==> src/rtl/axi_wr_arbiter_if.sv <==
// AXI write-channel bundle (AW, W, B) shared by the arbiter's master ports and its slave port.
interface axi_wr_arbiter_if #(
  parameter int ADDR_WIDTH = 32,
  parameter int DATA_WIDTH = 32,
  parameter int ID_WIDTH   = 4
);
  logic                      awvalid;
  logic                      awready;
  logic [ADDR_WIDTH-1:0]     awaddr;
  logic [ID_WIDTH-1:0]       awid;
  logic [3:0]                awlen;
  logic [2:0]                awsize;
  logic [1:0]                awburst;
  logic                      wvalid;
  logic                      wready;
  logic [DATA_WIDTH-1:0]     wdata;
  logic [DATA_WIDTH/8-1:0]   wstrb;
  logic                      wlast;
  logic                      bvalid;
  logic                      bready;
  logic [1:0]                bresp;
  logic [ID_WIDTH-1:0]       bid;

  modport master (
    output awvalid, awaddr, awid, awlen, awsize, awburst,
    output wvalid, wdata, wstrb, wlast,
    output bready,
    input  awready, wready, bvalid, bresp, bid
  );

  modport slave (
    input  awvalid, awaddr, awid, awlen, awsize, awburst,
    input  wvalid, wdata, wstrb, wlast,
    input  bready,
    output awready, wready, bvalid, bresp, bid
  );
endinterface

==> src/rtl/axi_wr_arbiter.sv <==
// Two-master round-robin AXI write arbiter; one transaction owns the slave from AW accept to B handshake.
module axi_wr_arbiter #(
  parameter int ADDR_WIDTH = 32,
  parameter int DATA_WIDTH = 32,
  parameter int ID_WIDTH   = 4
) (
  input  logic             clk,
  input  logic             rst_n,
  axi_wr_arbiter_if.slave  m0,
  axi_wr_arbiter_if.slave  m1,
  axi_wr_arbiter_if.master s,
  output logic [1:0]       grant,
  output logic             busy
);

  typedef enum logic [1:0] {IDLE, ADDR, DATA, RESP} state_t;

  state_t     state_q, state_d;
  logic [1:0] grant_q, grant_d;
  logic       last_q, last_d;    // 1: m1 was the most recent owner
  logic [3:0] len_q, len_d;
  logic [3:0] cnt_q, cnt_d;

  logic own0, own1;
  logic in_addr, in_data, in_resp;
  logic aw_fire, w_fire, b_fire;

  logic                    sel_awvalid, sel_wvalid, sel_wlast, sel_bready;
  logic [ADDR_WIDTH-1:0]   sel_awaddr;
  logic [ID_WIDTH-1:0]     sel_awid;
  logic [3:0]              sel_awlen;
  logic [2:0]              sel_awsize;
  logic [1:0]              sel_awburst;
  logic [DATA_WIDTH-1:0]   sel_wdata;
  logic [DATA_WIDTH/8-1:0] sel_wstrb;
  logic                    s_awvalid, s_wvalid, s_bready;

  assign own0    = grant_q[0];
  assign own1    = grant_q[1];
  assign in_addr = (state_q == ADDR);
  assign in_data = (state_q == DATA);
  assign in_resp = (state_q == RESP);

  always_comb begin
    sel_awvalid = own1 ? m1.awvalid : m0.awvalid;
    sel_awaddr  = own1 ? m1.awaddr  : m0.awaddr;
    sel_awid    = own1 ? m1.awid    : m0.awid;
    sel_awlen   = own1 ? m1.awlen   : m0.awlen;
    sel_awsize  = own1 ? m1.awsize  : m0.awsize;
    sel_awburst = own1 ? m1.awburst : m0.awburst;
    sel_wvalid  = own1 ? m1.wvalid  : m0.wvalid;
    sel_wdata   = own1 ? m1.wdata   : m0.wdata;
    sel_wstrb   = own1 ? m1.wstrb   : m0.wstrb;
    sel_wlast   = own1 ? m1.wlast   : m0.wlast;
    sel_bready  = own1 ? m1.bready  : m0.bready;
  end

  // Slave-side valids/ready are qualified by state so nothing leaks outside the owning phase.
  assign s_awvalid = in_addr & sel_awvalid;
  assign s_wvalid  = in_data & sel_wvalid;
  assign s_bready  = in_resp & sel_bready;

  assign s.awvalid = s_awvalid;
  assign s.awaddr  = sel_awaddr;
  assign s.awid    = sel_awid;
  assign s.awlen   = sel_awlen;
  assign s.awsize  = sel_awsize;
  assign s.awburst = sel_awburst;
  assign s.wvalid  = s_wvalid;
  assign s.wdata   = sel_wdata;
  assign s.wstrb   = sel_wstrb;
  assign s.wlast   = sel_wlast;
  assign s.bready  = s_bready;

  assign m0.awready = in_addr & own0 & s.awready;
  assign m0.wready  = in_data & own0 & s.wready;
  assign m0.bvalid  = in_resp & own0 & s.bvalid;
  assign m0.bresp   = own0 ? s.bresp : '0;
  assign m0.bid     = own0 ? s.bid   : '0;

  assign m1.awready = in_addr & own1 & s.awready;
  assign m1.wready  = in_data & own1 & s.wready;
  assign m1.bvalid  = in_resp & own1 & s.bvalid;
  assign m1.bresp   = own1 ? s.bresp : '0;
  assign m1.bid     = own1 ? s.bid   : '0;

  assign aw_fire = s_awvalid & s.awready;
  assign w_fire  = s_wvalid & s.wready;
  assign b_fire  = s.bvalid & s_bready;

  always_comb begin
    state_d = state_q;
    grant_d = grant_q;
    last_d  = last_q;
    len_d   = len_q;
    cnt_d   = cnt_q;
    case (state_q)
      IDLE: begin
        if (m0.awvalid | m1.awvalid) begin
          if (m0.awvalid & m1.awvalid) grant_d = last_q ? 2'b01 : 2'b10;
          else                         grant_d = m1.awvalid ? 2'b10 : 2'b01;
          state_d = ADDR;
        end
      end
      ADDR: begin
        if (aw_fire) begin
          len_d   = sel_awlen;
          cnt_d   = '0;
          state_d = DATA;
        end
      end
      DATA: begin
        // Burst ends on wlast or once awlen+1 beats have been accepted, whichever comes first.
        if (w_fire) begin
          cnt_d = cnt_q + 4'd1;
          if (sel_wlast || (cnt_q == len_q)) state_d = RESP;
        end
      end
      RESP: begin
        if (b_fire) begin
          last_d  = own1;
          grant_d = '0;
          state_d = IDLE;
        end
      end
      default: state_d = IDLE;
    endcase
  end

  always_ff @(posedge clk or negedge rst_n) begin
    if (!rst_n) begin
      state_q <= IDLE;
      grant_q <= '0;
      last_q  <= 1'b1;
      len_q   <= '0;
      cnt_q   <= '0;
    end else begin
      state_q <= state_d;
      grant_q <= grant_d;
      last_q  <= last_d;
      len_q   <= len_d;
      cnt_q   <= cnt_d;
    end
  end

  assign grant = grant_q;
  assign busy  = (state_q != IDLE);

endmodule

==> src/flat_wrapper.sv <==
// flat-port wrapper written by rule: the top's interface ports become plain ports
module axi_wr_arbiter_flat 
#(
  parameter int ADDR_WIDTH = 32,
  parameter int DATA_WIDTH = 32,
  parameter int ID_WIDTH   = 4
)
  (clk, rst_n, grant, busy, m0_awvalid, m0_awaddr, m0_awid, m0_awlen, m0_awsize, m0_awburst, m0_wvalid, m0_wdata, m0_wstrb, m0_wlast, m0_bready, m0_awready, m0_wready, m0_bvalid, m0_bresp, m0_bid, m1_awvalid, m1_awaddr, m1_awid, m1_awlen, m1_awsize, m1_awburst, m1_wvalid, m1_wdata, m1_wstrb, m1_wlast, m1_bready, m1_awready, m1_wready, m1_bvalid, m1_bresp, m1_bid, s_awvalid, s_awaddr, s_awid, s_awlen, s_awsize, s_awburst, s_wvalid, s_wdata, s_wstrb, s_wlast, s_bready, s_awready, s_wready, s_bvalid, s_bresp, s_bid);
  axi_wr_arbiter_if #(.ADDR_WIDTH(ADDR_WIDTH), .DATA_WIDTH(DATA_WIDTH), .ID_WIDTH(ID_WIDTH)) m0_i ();
  axi_wr_arbiter_if #(.ADDR_WIDTH(ADDR_WIDTH), .DATA_WIDTH(DATA_WIDTH), .ID_WIDTH(ID_WIDTH)) m1_i ();
  axi_wr_arbiter_if #(.ADDR_WIDTH(ADDR_WIDTH), .DATA_WIDTH(DATA_WIDTH), .ID_WIDTH(ID_WIDTH)) s_i ();
  input  logic clk;
  input  logic rst_n;
  output logic [1:0] grant;
  output logic busy;
  input wire logic [$bits(m0_i.awvalid)-1:0] m0_awvalid;
  input wire logic [$bits(m0_i.awaddr)-1:0] m0_awaddr;
  input wire logic [$bits(m0_i.awid)-1:0] m0_awid;
  input wire logic [$bits(m0_i.awlen)-1:0] m0_awlen;
  input wire logic [$bits(m0_i.awsize)-1:0] m0_awsize;
  input wire logic [$bits(m0_i.awburst)-1:0] m0_awburst;
  input wire logic [$bits(m0_i.wvalid)-1:0] m0_wvalid;
  input wire logic [$bits(m0_i.wdata)-1:0] m0_wdata;
  input wire logic [$bits(m0_i.wstrb)-1:0] m0_wstrb;
  input wire logic [$bits(m0_i.wlast)-1:0] m0_wlast;
  input wire logic [$bits(m0_i.bready)-1:0] m0_bready;
  output wire logic [$bits(m0_i.awready)-1:0] m0_awready;
  output wire logic [$bits(m0_i.wready)-1:0] m0_wready;
  output wire logic [$bits(m0_i.bvalid)-1:0] m0_bvalid;
  output wire logic [$bits(m0_i.bresp)-1:0] m0_bresp;
  output wire logic [$bits(m0_i.bid)-1:0] m0_bid;
  input wire logic [$bits(m1_i.awvalid)-1:0] m1_awvalid;
  input wire logic [$bits(m1_i.awaddr)-1:0] m1_awaddr;
  input wire logic [$bits(m1_i.awid)-1:0] m1_awid;
  input wire logic [$bits(m1_i.awlen)-1:0] m1_awlen;
  input wire logic [$bits(m1_i.awsize)-1:0] m1_awsize;
  input wire logic [$bits(m1_i.awburst)-1:0] m1_awburst;
  input wire logic [$bits(m1_i.wvalid)-1:0] m1_wvalid;
  input wire logic [$bits(m1_i.wdata)-1:0] m1_wdata;
  input wire logic [$bits(m1_i.wstrb)-1:0] m1_wstrb;
  input wire logic [$bits(m1_i.wlast)-1:0] m1_wlast;
  input wire logic [$bits(m1_i.bready)-1:0] m1_bready;
  output wire logic [$bits(m1_i.awready)-1:0] m1_awready;
  output wire logic [$bits(m1_i.wready)-1:0] m1_wready;
  output wire logic [$bits(m1_i.bvalid)-1:0] m1_bvalid;
  output wire logic [$bits(m1_i.bresp)-1:0] m1_bresp;
  output wire logic [$bits(m1_i.bid)-1:0] m1_bid;
  output wire logic [$bits(s_i.awvalid)-1:0] s_awvalid;
  output wire logic [$bits(s_i.awaddr)-1:0] s_awaddr;
  output wire logic [$bits(s_i.awid)-1:0] s_awid;
  output wire logic [$bits(s_i.awlen)-1:0] s_awlen;
  output wire logic [$bits(s_i.awsize)-1:0] s_awsize;
  output wire logic [$bits(s_i.awburst)-1:0] s_awburst;
  output wire logic [$bits(s_i.wvalid)-1:0] s_wvalid;
  output wire logic [$bits(s_i.wdata)-1:0] s_wdata;
  output wire logic [$bits(s_i.wstrb)-1:0] s_wstrb;
  output wire logic [$bits(s_i.wlast)-1:0] s_wlast;
  output wire logic [$bits(s_i.bready)-1:0] s_bready;
  input wire logic [$bits(s_i.awready)-1:0] s_awready;
  input wire logic [$bits(s_i.wready)-1:0] s_wready;
  input wire logic [$bits(s_i.bvalid)-1:0] s_bvalid;
  input wire logic [$bits(s_i.bresp)-1:0] s_bresp;
  input wire logic [$bits(s_i.bid)-1:0] s_bid;
  assign m0_i.awvalid = m0_awvalid;
  assign m0_i.awaddr = m0_awaddr;
  assign m0_i.awid = m0_awid;
  assign m0_i.awlen = m0_awlen;
  assign m0_i.awsize = m0_awsize;
  assign m0_i.awburst = m0_awburst;
  assign m0_i.wvalid = m0_wvalid;
  assign m0_i.wdata = m0_wdata;
  assign m0_i.wstrb = m0_wstrb;
  assign m0_i.wlast = m0_wlast;
  assign m0_i.bready = m0_bready;
  assign m0_awready = m0_i.awready;
  assign m0_wready = m0_i.wready;
  assign m0_bvalid = m0_i.bvalid;
  assign m0_bresp = m0_i.bresp;
  assign m0_bid = m0_i.bid;
  assign m1_i.awvalid = m1_awvalid;
  assign m1_i.awaddr = m1_awaddr;
  assign m1_i.awid = m1_awid;
  assign m1_i.awlen = m1_awlen;
  assign m1_i.awsize = m1_awsize;
  assign m1_i.awburst = m1_awburst;
  assign m1_i.wvalid = m1_wvalid;
  assign m1_i.wdata = m1_wdata;
  assign m1_i.wstrb = m1_wstrb;
  assign m1_i.wlast = m1_wlast;
  assign m1_i.bready = m1_bready;
  assign m1_awready = m1_i.awready;
  assign m1_wready = m1_i.wready;
  assign m1_bvalid = m1_i.bvalid;
  assign m1_bresp = m1_i.bresp;
  assign m1_bid = m1_i.bid;
  assign s_awvalid = s_i.awvalid;
  assign s_awaddr = s_i.awaddr;
  assign s_awid = s_i.awid;
  assign s_awlen = s_i.awlen;
  assign s_awsize = s_i.awsize;
  assign s_awburst = s_i.awburst;
  assign s_wvalid = s_i.wvalid;
  assign s_wdata = s_i.wdata;
  assign s_wstrb = s_i.wstrb;
  assign s_wlast = s_i.wlast;
  assign s_bready = s_i.bready;
  assign s_i.awready = s_awready;
  assign s_i.wready = s_wready;
  assign s_i.bvalid = s_bvalid;
  assign s_i.bresp = s_bresp;
  assign s_i.bid = s_bid;
  axi_wr_arbiter #(.ADDR_WIDTH(ADDR_WIDTH), .DATA_WIDTH(DATA_WIDTH), .ID_WIDTH(ID_WIDTH)) u_core (.clk(clk), .rst_n(rst_n), .m0(m0_i), .m1(m1_i), .s(s_i), .grant(grant), .busy(busy));
endmodule
==> config.mk <==
export PLATFORM = sky130hd
export DESIGN_NAME = axi_wr_arbiter_flat
export DESIGN_NICKNAME = d
export VERILOG_FILES = /design/src/rtl/axi_wr_arbiter_if.sv /design/src/rtl/axi_wr_arbiter.sv /design/src/flat_wrapper.sv
export SDC_FILE = /design/constraint.sdc
export NUM_CORES = 1
export LEC_CHECK = 0
export CAP_MARGIN = 10
export CORE_AREA = 4 4 110 112
export CTS_CLUSTER_DIAMETER = 200
export CTS_CLUSTER_SIZE = 8
export DETAILED_ROUTE_END_ITERATION = 10
export DIE_AREA = 0 0 114 116
export PLACE_DENSITY = 0.66
export SYNTH_ARGS = -nofsm -noshare
export SYNTH_HDL_FRONTEND = slang
export SYNTH_SLANG_ARGS = --single-unit
==> constraint.sdc <==
create_clock -name clk -period 2.35 [get_ports clk]
set_clock_uncertainty 0.05 [all_clocks]
set_input_delay 0.47 -clock clk [delete_from_list [all_inputs] [get_ports clk]]
set_output_delay 0.47 -clock clk [all_outputs]
set_load 0.05 [all_outputs]
# --- Yosys cells after proc, flatten, opt, wreduce, memory -nomap -nowiden ---
# Index checks and enable logic that the tools add are counted.
word_totals:
  in_bits: 181
  ff_bits: 13
  wordCells: 74
classes:
  n_bitwise: 20
  n_mux: 29
  n_addsub: 1
  n_reduce_logical: 10
  n_eq_ne: 9
op_table:
  columns: ["cell", "count"]
  rows:
  - ["$mux 32", 2]
  - ["$mux 4", 7]
  - ["$mux 2", 12]
  - ["$and 1x1->1", 19]
  - ["$ne 2x2->1 const B", 4]
  - ["$pmux 2 s4", 1]
  - ["$pmux 4 s2", 1]
  - ["$reduce_and 3->1", 2]
  - ["$reduce_bool 2->1", 3]
  - ["$reduce_and 5->1", 1]
  - ["$add 4x1->4 const B", 1]
  - ["$eq 2x2->1 const B", 2]
  - ["$eq 4x4->1", 1]
  - ["$mux 1", 4]
  - ["$pmux 2 s2", 1]
  - ["$reduce_and 2->1", 2]
  - ["$mux 3", 1]
  - ["$eq 2x1->1 const B", 1]
  - ["$logic_not 2->1", 1]
  - ["$ne 2x1->1 const B", 1]
  - ["$logic_or 1x1->1", 1]
  - ["$or 1x1->1", 1]

# --- Logic depth before layout (Yosys ltp) ---
# Gate-level depths: netlist of run 1.
logic_depth:
  depth_word: 5
  depth_mapped: 6
  depth_no_buf: 6

# --- Worst setup path after synthesis of run 1 ---
# OpenSTA, ideal clock, no wires.
synth_timing:
  kind: "reg2out"
  startpoint: "register u_core.grant_q[1], in the netlist u_core.grant[1]"
  endpoint: "output port s_awaddr[10]"
  arrival_ns: 1.883
  stages_incl_launch_ff: 5
  slack_ns: -0.053
  n_path_buf: 3
  t_required_ns: 1.830
  cell_sequence: "dfrtp_1 buf_6 clkbuf_1 buf_2 mux2_2"
synth_via:
  elab_chain_len: 1
synth_rtl:
  columns: ["item", "line", "source"]
  rows:
  - ["from (decl)", "axi_wr_arbiter.sv:19", "logic [1:0] grant_q, grant_d;"]
  - ["from (signal assigned)", "axi_wr_arbiter.sv:139", "grant_q <= grant_d;"]
  - ["$mux 32", "axi_wr_arbiter.sv:46", "sel_awaddr = own1 ? m1.awaddr : m0.awaddr;"]
  - ["to (decl)", "flat_wrapper.sv:49", "output wire logic [$bits(s_i.awaddr)-1:0] s_awaddr;"]
# Every way passes these cells.

# --- Worst setup path in the final report of run 1 ---
layout_timing:
  startpoint: "register u_core.grant_q[1], in the netlist u_core.grant[1]"
  endpoint: "output port s_awlen[3]"
layout_via:
  elab_chain_len: 1
layout_rtl:
  columns: ["item", "line", "source"]
  rows:
  - ["$mux 4", "axi_wr_arbiter.sv:48", "sel_awlen = own1 ? m1.awlen : m0.awlen;"]
  - ["to (decl)", "flat_wrapper.sv:51", "output wire logic [$bits(s_i.awlen)-1:0] s_awlen;"]
# Every way passes these cells.

==> flow_summary.ini, run 1 <==
[logic_synthesis]
yosysSeqAreaShare_pct = 16.7
syn_nets = 389
synth_compound_area_share_pct = 7.70
synth_top_family_by_area = multiplexers
ys_seq_elements = 13
synth.distinct_cells = 32
synth.top_cell.area_share_pct = 50.2
synth.avg_cell_area_um2 = 9.61
ys.flop_type = dfrtp_1
netlist_area_um2 = 1950
postSynthCellCount = 203
synth_mux_area_share_pct = 52.3
synth_xor_area_share_pct = 1.80
synthSimpleGateAreaFrac_pct = 13.6
synth_fa_ha_area_share_pct = 3.21
async_flop_share_pct = 100
synth_area_leaders = mux2_2, dfrtp_1, and2_1
synth_edf_count = 0
yosys.area.top_type = mux2_2
yosys_warnings = 0

[grt]
grt_pass1_vias = 2845
gr-total-overflow = 0
grt_pass1_wl_mm = 15.4
antenna_found_initial = 0
grt.total_usage_pct = 14.8
grt_max_degree = 53

[setup_path]
crit_path_start = u_core.grant[1]
crit_type = flop to output port
slowest_delay_ns = 0.54
critPathCaptureType = output port
worstReg2RegStart = u_core.grant[1]
critPathSlowestCell = dfrtp_4
crit_required_ns = 1.83
startpoint_type = flop
cpMostUsedCell = buf_4
path_cells = buf_4, buf_12, mux2_2, buf_4
worstPathMaxFanout = 25
arrival_ns = 1.71

[power]
power.total_mw = 6.38
ir_worst_vdd_v = 0.000810
power-per-cell-area_nw_per_um2 = 1200
p_leak_nw = 2.23

[run]
drv_cap = 0

[clocking]
cts_buffer_depth = 2
cts_hold_buf = 0
htreeDepth = 1
cts_root_buf = clkbuf_16
clkLatencyLatePin_ns = 0.24
cts_buffers = 3
clock_sinks = 13
cts_tree = built
path_clk_slew_ns = 0.05

[outcome]
outcome = finished, final reports clean

[final_layout]
area_growth_pct = 173
drive_gt1_share_pct = 43.1
fillCellCount = 1045
final_common_cell = clkdlybuf4s50_1
final_cell_mix = clkdlybuf4s50_1, mux2_2, buf_4
num-nets-final = 677
diodes = 0
final_area_um2 = 5330

[sta]
setup_viol = 0
grt_setup_unrepaired = false
drv_slew = 0
worst_slew_pin_slew_ns = 0.593
timing.final.crit_share_pct = 95.0
relSlewSlack_pct = 60.1
whs_ns = 0.480
final_hold_viol_count = 0
setup_tns_ns = 0
fin_crit_ns = 2.23
clock.fmax_ghz = 0.448

[detailed_routing]
drt-total-wl_mm = 11.1
ant_nets = 0
vias = 2773
drt_pre_antenna_iters = 4
wire_per_inst_um = 17.5
via_per_inst = 4.38
post-route-drc-count = 0
dr.first_iter.drc_count = 83

[floorplanning]
rows = 39
start_util_pct = 17.4
dieArea_um2 = 13200
die_w_um = 114
io_pins = 287
die_h_um = 116
core_area_um2 = 11200

[hold_path]
worstHoldPathType = flop to flop
min_from = u_core.len_q[1]

[place]
place_area_um2 = 5210
dpl.hpwl_mm = 9.85
numPortBuffers = 286
gp_congestion = 0.834
worst paths after layout:
check                      slack (ns)                end  cells past startpoint
setup / recovery                 0.12         s_awlen[3]                      4
min in group asynchronous        0.56    u_core.cnt_q[2]                      1
setup reg to reg                 0.26  u_core.state_q[0]                      5
max in group asynchronous        1.25    u_core.grant[1]                      1
hold / removal                   0.48    u_core.len_q[1]                      1
hold reg to reg                  0.48    u_core.len_q[1]                      1
cell type report:
type / count / area (µm²) / area share (%)
repair buffers: 296 / 3180 / 59.7
clock buffers: 4 / 78.8 / 1.48
inverters: 7 / 26.3 / 0.493
flip-flops and latches: 13 / 330 / 6.19
multi-input cells: 170 / 1540 / 28.8
well taps: 143 / 179 / 3.36
logic make-up after synthesis:
kind of cell	count (synthesis)
buffers and inverters	20
adder cells (fa/ha/maj)	5
XOR/XNOR	4
AO/OA/AOI/OAI	22
AND/OR/NAND/NOR	48
flip-flops	13
multiplexers	91
layer usage:
layer  part of all wire, %  track usage [%]
met5                     0                0
met4                   2.5             1.19
met3                   9.7             4.60
met2                    52             28.6
met1                    35             16.6
timing repair:
item | 4_1_cts | 5_1_grt
endpoints found under the hold margin | 0 | 0
setup endpoints to repair | 0 | 2
resized for setup | 0 | 2
setup buffers | 0 | 4
flip-flops by register name, summed over array words and instances, names as in the netlist:
signal and flops:
u_core.len_q 4, u_core.cnt_q 4, u_core.last_q 1, u_core.state_q 2
u_core.grant 2
cells in the mapped netlist (all sizes together) (2+ instances only):
master and number:
ha 5, o21ai 7, xor2 4, nand3 4
nor3 2, clkbuf 5, mux2 87, nand2 6
nor2b 2, inv 7, nand3b 2, a2bb2oi 2
o211ai 2, a21oi 3, o21a 3, nand2b 3
dfrtp 12, mux2i 4, buf 8, and2 12
and3 6, nor2 8
report_power, final:
part | switching (mW) | total, mW | internal, mW | leakage, nW
combinational | 3.17 | 5.57 | 2.40 | 2.03
clock | 0.0952 | 0.324 | 0.229 | 0.0382
sequential | 0.144 | 0.486 | 0.342 | 0.158
worst max-delay path, delay by kind of cell (launching register included):
kind                   cells  cell delay (ns)
DFF                        1             0.54
muxes                      1             0.39
buffers and inverters      3             0.54
stage by stage:
step	util [%]	setup slack [ns]	cells
after floorplan	-	0.0862	203
after global placement	46.5	0.136	625
after detailed placement	46.5	0.0600	625
after CTS	47.2	0.0498	629
after global routing	47.5	0.0414	633
final	47.5	0.118	633
Note: power is estimated with default switching activity, not from simulation.
==> run 2, diff against run 1 <==
--- a/config.mk
+++ b/config.mk
@@ -6,12 +6,12 @@
 export NUM_CORES = 1
 export LEC_CHECK = 0
 export CAP_MARGIN = 10
-export CORE_AREA = 4 4 110 112
+export CORE_AREA = 2 2 111 113
 export CTS_CLUSTER_DIAMETER = 200
 export CTS_CLUSTER_SIZE = 8
 export DETAILED_ROUTE_END_ITERATION = 10
-export DIE_AREA = 0 0 114 116
-export PLACE_DENSITY = 0.66
+export DIE_AREA = 0 0 113 115
+export PLACE_DENSITY = 0.64
 export SYNTH_ARGS = -nofsm -noshare
 export SYNTH_HDL_FRONTEND = slang
 export SYNTH_SLANG_ARGS = --single-unit
==> run 2 against run 1 <==
  * The flow now finishes with violations (design-rule violations)
  * Power is 4.4% higher
  * Highest routed layer unchanged
  * Non-clock buffer count is 3 lower
  * Critical path depth is 1 lower
  * Cell count rose by 0.16%
  * Clock power about the same
==> flow_summary.ini, run 2 (synthesis gave the netlist of run 1 again) <==
[setup_path]
worst-path-stages = 3
worstReg2RegStart = u_core.grant[1]
slowest_delay_ns = 0.58
reg2reg_to = u_core.state_q[0]
crit_required_ns = 1.83
critPathSlowestCell = dfrtp_4
r2r_cells = 4
critical-path-top-delay-family = flip-flops
endpoint = s_wdata[4]
critPathCaptureType = output port
crit_path_start = u_core.grant[1]
r2r_slack_ns = 0.38
critPathBufInv = 2
worstPathMaxFanout = 38
startpoint_type = flop
path_cells = buf_12, mux2_2, buf_4
arrival_ns = 1.70
crit_type = flop to output port

[sta]
final_hold_viol_count = 0
timing.final.crit_share_pct = 94.4
setup_viol = 0
grt_setup_unrepaired = false
drv_slew = 0
worst_slew_pin_slew_ns = 0.607
setup_tns_ns = 0
setup_ws_ns = 0.131
fin_crit_ns = 2.22
relSlewSlack_pct = 59.2
clock.fmax_ghz = 0.451
whs_ns = 0.478

[grt]
grt_pass1_wl_mm = 15.0
gr-total-overflow = 0
grt_max_degree = 39
antenna_found_initial = 0
grt_pass1_vias = 2767
grt.total_usage_pct = 14.6

[clocking]
cts_buffers = 3
path_clk_slew_ns = 0.05
cts_hold_buf = 0
clock_sinks = 13
post_cts_resize_count = 0
htreeDepth = 1
clkLatencyLatePin_ns = 0.24
cts_tree = built
cts_buffer_depth = 2
cts_root_buf = clkbuf_16

[power]
power.total_mw = 6.66
power-per-cell-area_nw_per_um2 = 1200
p_leak_nw = 2.30
ir_worst_vdd_v = 0.000601

[detailed_routing]
wire_per_inst_um = 16.7
post-route-drc-count = 19
ant_nets = 0
drt-total-wl_mm = 10.6
vias = 2695
drt_pre_antenna_iters = 9
dr.first_iter.drc_count = 89
via_per_inst = 4.25

[outcome]
violations = design-rule violations
outcome = complete, but fails checks

[floorplanning]
core_area_um2 = 11800
die_w_um = 113
dieArea_um2 = 13000
io_pins = 287
die_h_um = 115
rows = 40
start_util_pct = 16.5

[final_layout]
fillCellCount = 1088
area_growth_pct = 184
drive_gt1_share_pct = 42.5
biggestRegsByFlops = u_core.cnt_q (4), u_core.len_q (4)
finalNonFillerCells = 634
diodes = 0
final_cell_mix = clkdlybuf4s50_1, mux2_2, buf_12
num-nets-final = 674
utilization_pct = 47.0
final_common_cell = clkdlybuf4s50_1
final_area_um2 = 5550

[place]
place_area_um2 = 5460
gp_congestion = 0.748
dpl.hpwl_mm = 9.15
dpl.cell_count = 629
numPortBuffers = 286
pre_cts_slack_ns = 0.0893

[run]
drv_cap = 0

[hold_path]
worstHoldPathType = flop to flop
## run 2: changes by cell type in the layout (fill, tap and decap cells not counted)
cell / change
buf_4: -23
buf_12: +20
buf_16: -1
buf_6: +1
ha_1: +1
ha_2: -1
## run 2: worst min-delay path by stage
stage / cells past startpoint / to / start
after floorplan: 0 / u_core.cnt_q[0] / rst_n
after global placement: 1 / u_core.len_q[3] / u_core.len_q[3]
after detailed placement: 1 / u_core.len_q[3] / u_core.len_q[3]
after CTS: 1 / u_core.len_q[3] / u_core.len_q[3]
after global routing: 1 / u_core.len_q[0] / u_core.len_q[0]
final: 1 / u_core.len_q[3] / u_core.len_q[3]
## run 2: area by class of cell
cell class,instances,area (µm²),share of cell area [%]
timing repair buffer,293,3390,61.2
multi-input combinational,170,1530,27.6
sequential,13,330,5.96
tap,147,184,3.32
clock buffer,4,78.8,1.42
inverter,7,26.3,0.474
## run 2: routing by layer
metal / track usage [%] / part of all wire [%]
met5: 0 / 0
met4: 1.87 / 0.61
met3: 4.16 / 10
met2: 26.9 / 52
met1: 17.2 / 37
## run 2: worst register-to-register path, delay by kind of cell (launching register included)
| family | cells | cell delay [ns] |
|---|---|---|
| compound gates | 2 | 0.51 |
| mux | 1 | 0.18 |
| flops | 1 | 0.59 |
| simple gates | 1 | 0.55 |
## run 2: timing repair
action | 4_1_cts | 5_1_grt
hold endpoints to repair | 0 | 0
setup endpoints to repair | 0 | 10
buffers inserted | 0 | 1
## run 2: where the power goes
group / internal, mW / switching [mW]
registers: 0.342 / 0.164
logic: 2.62 / 3.21
clock network: 0.229 / 0.0937
==> run 3, diff against run 2 <==
--- a/config.mk
+++ b/config.mk
@@ -8,7 +8,6 @@
 export CAP_MARGIN = 10
 export CORE_AREA = 2 2 111 113
 export CTS_CLUSTER_DIAMETER = 200
-export CTS_CLUSTER_SIZE = 8
 export DETAILED_ROUTE_END_ITERATION = 10
 export DIE_AREA = 0 0 113 115
 export PLACE_DENSITY = 0.64
==> results of run 3 <==
Final layout, timing and power as in run 2 (identical DEF).
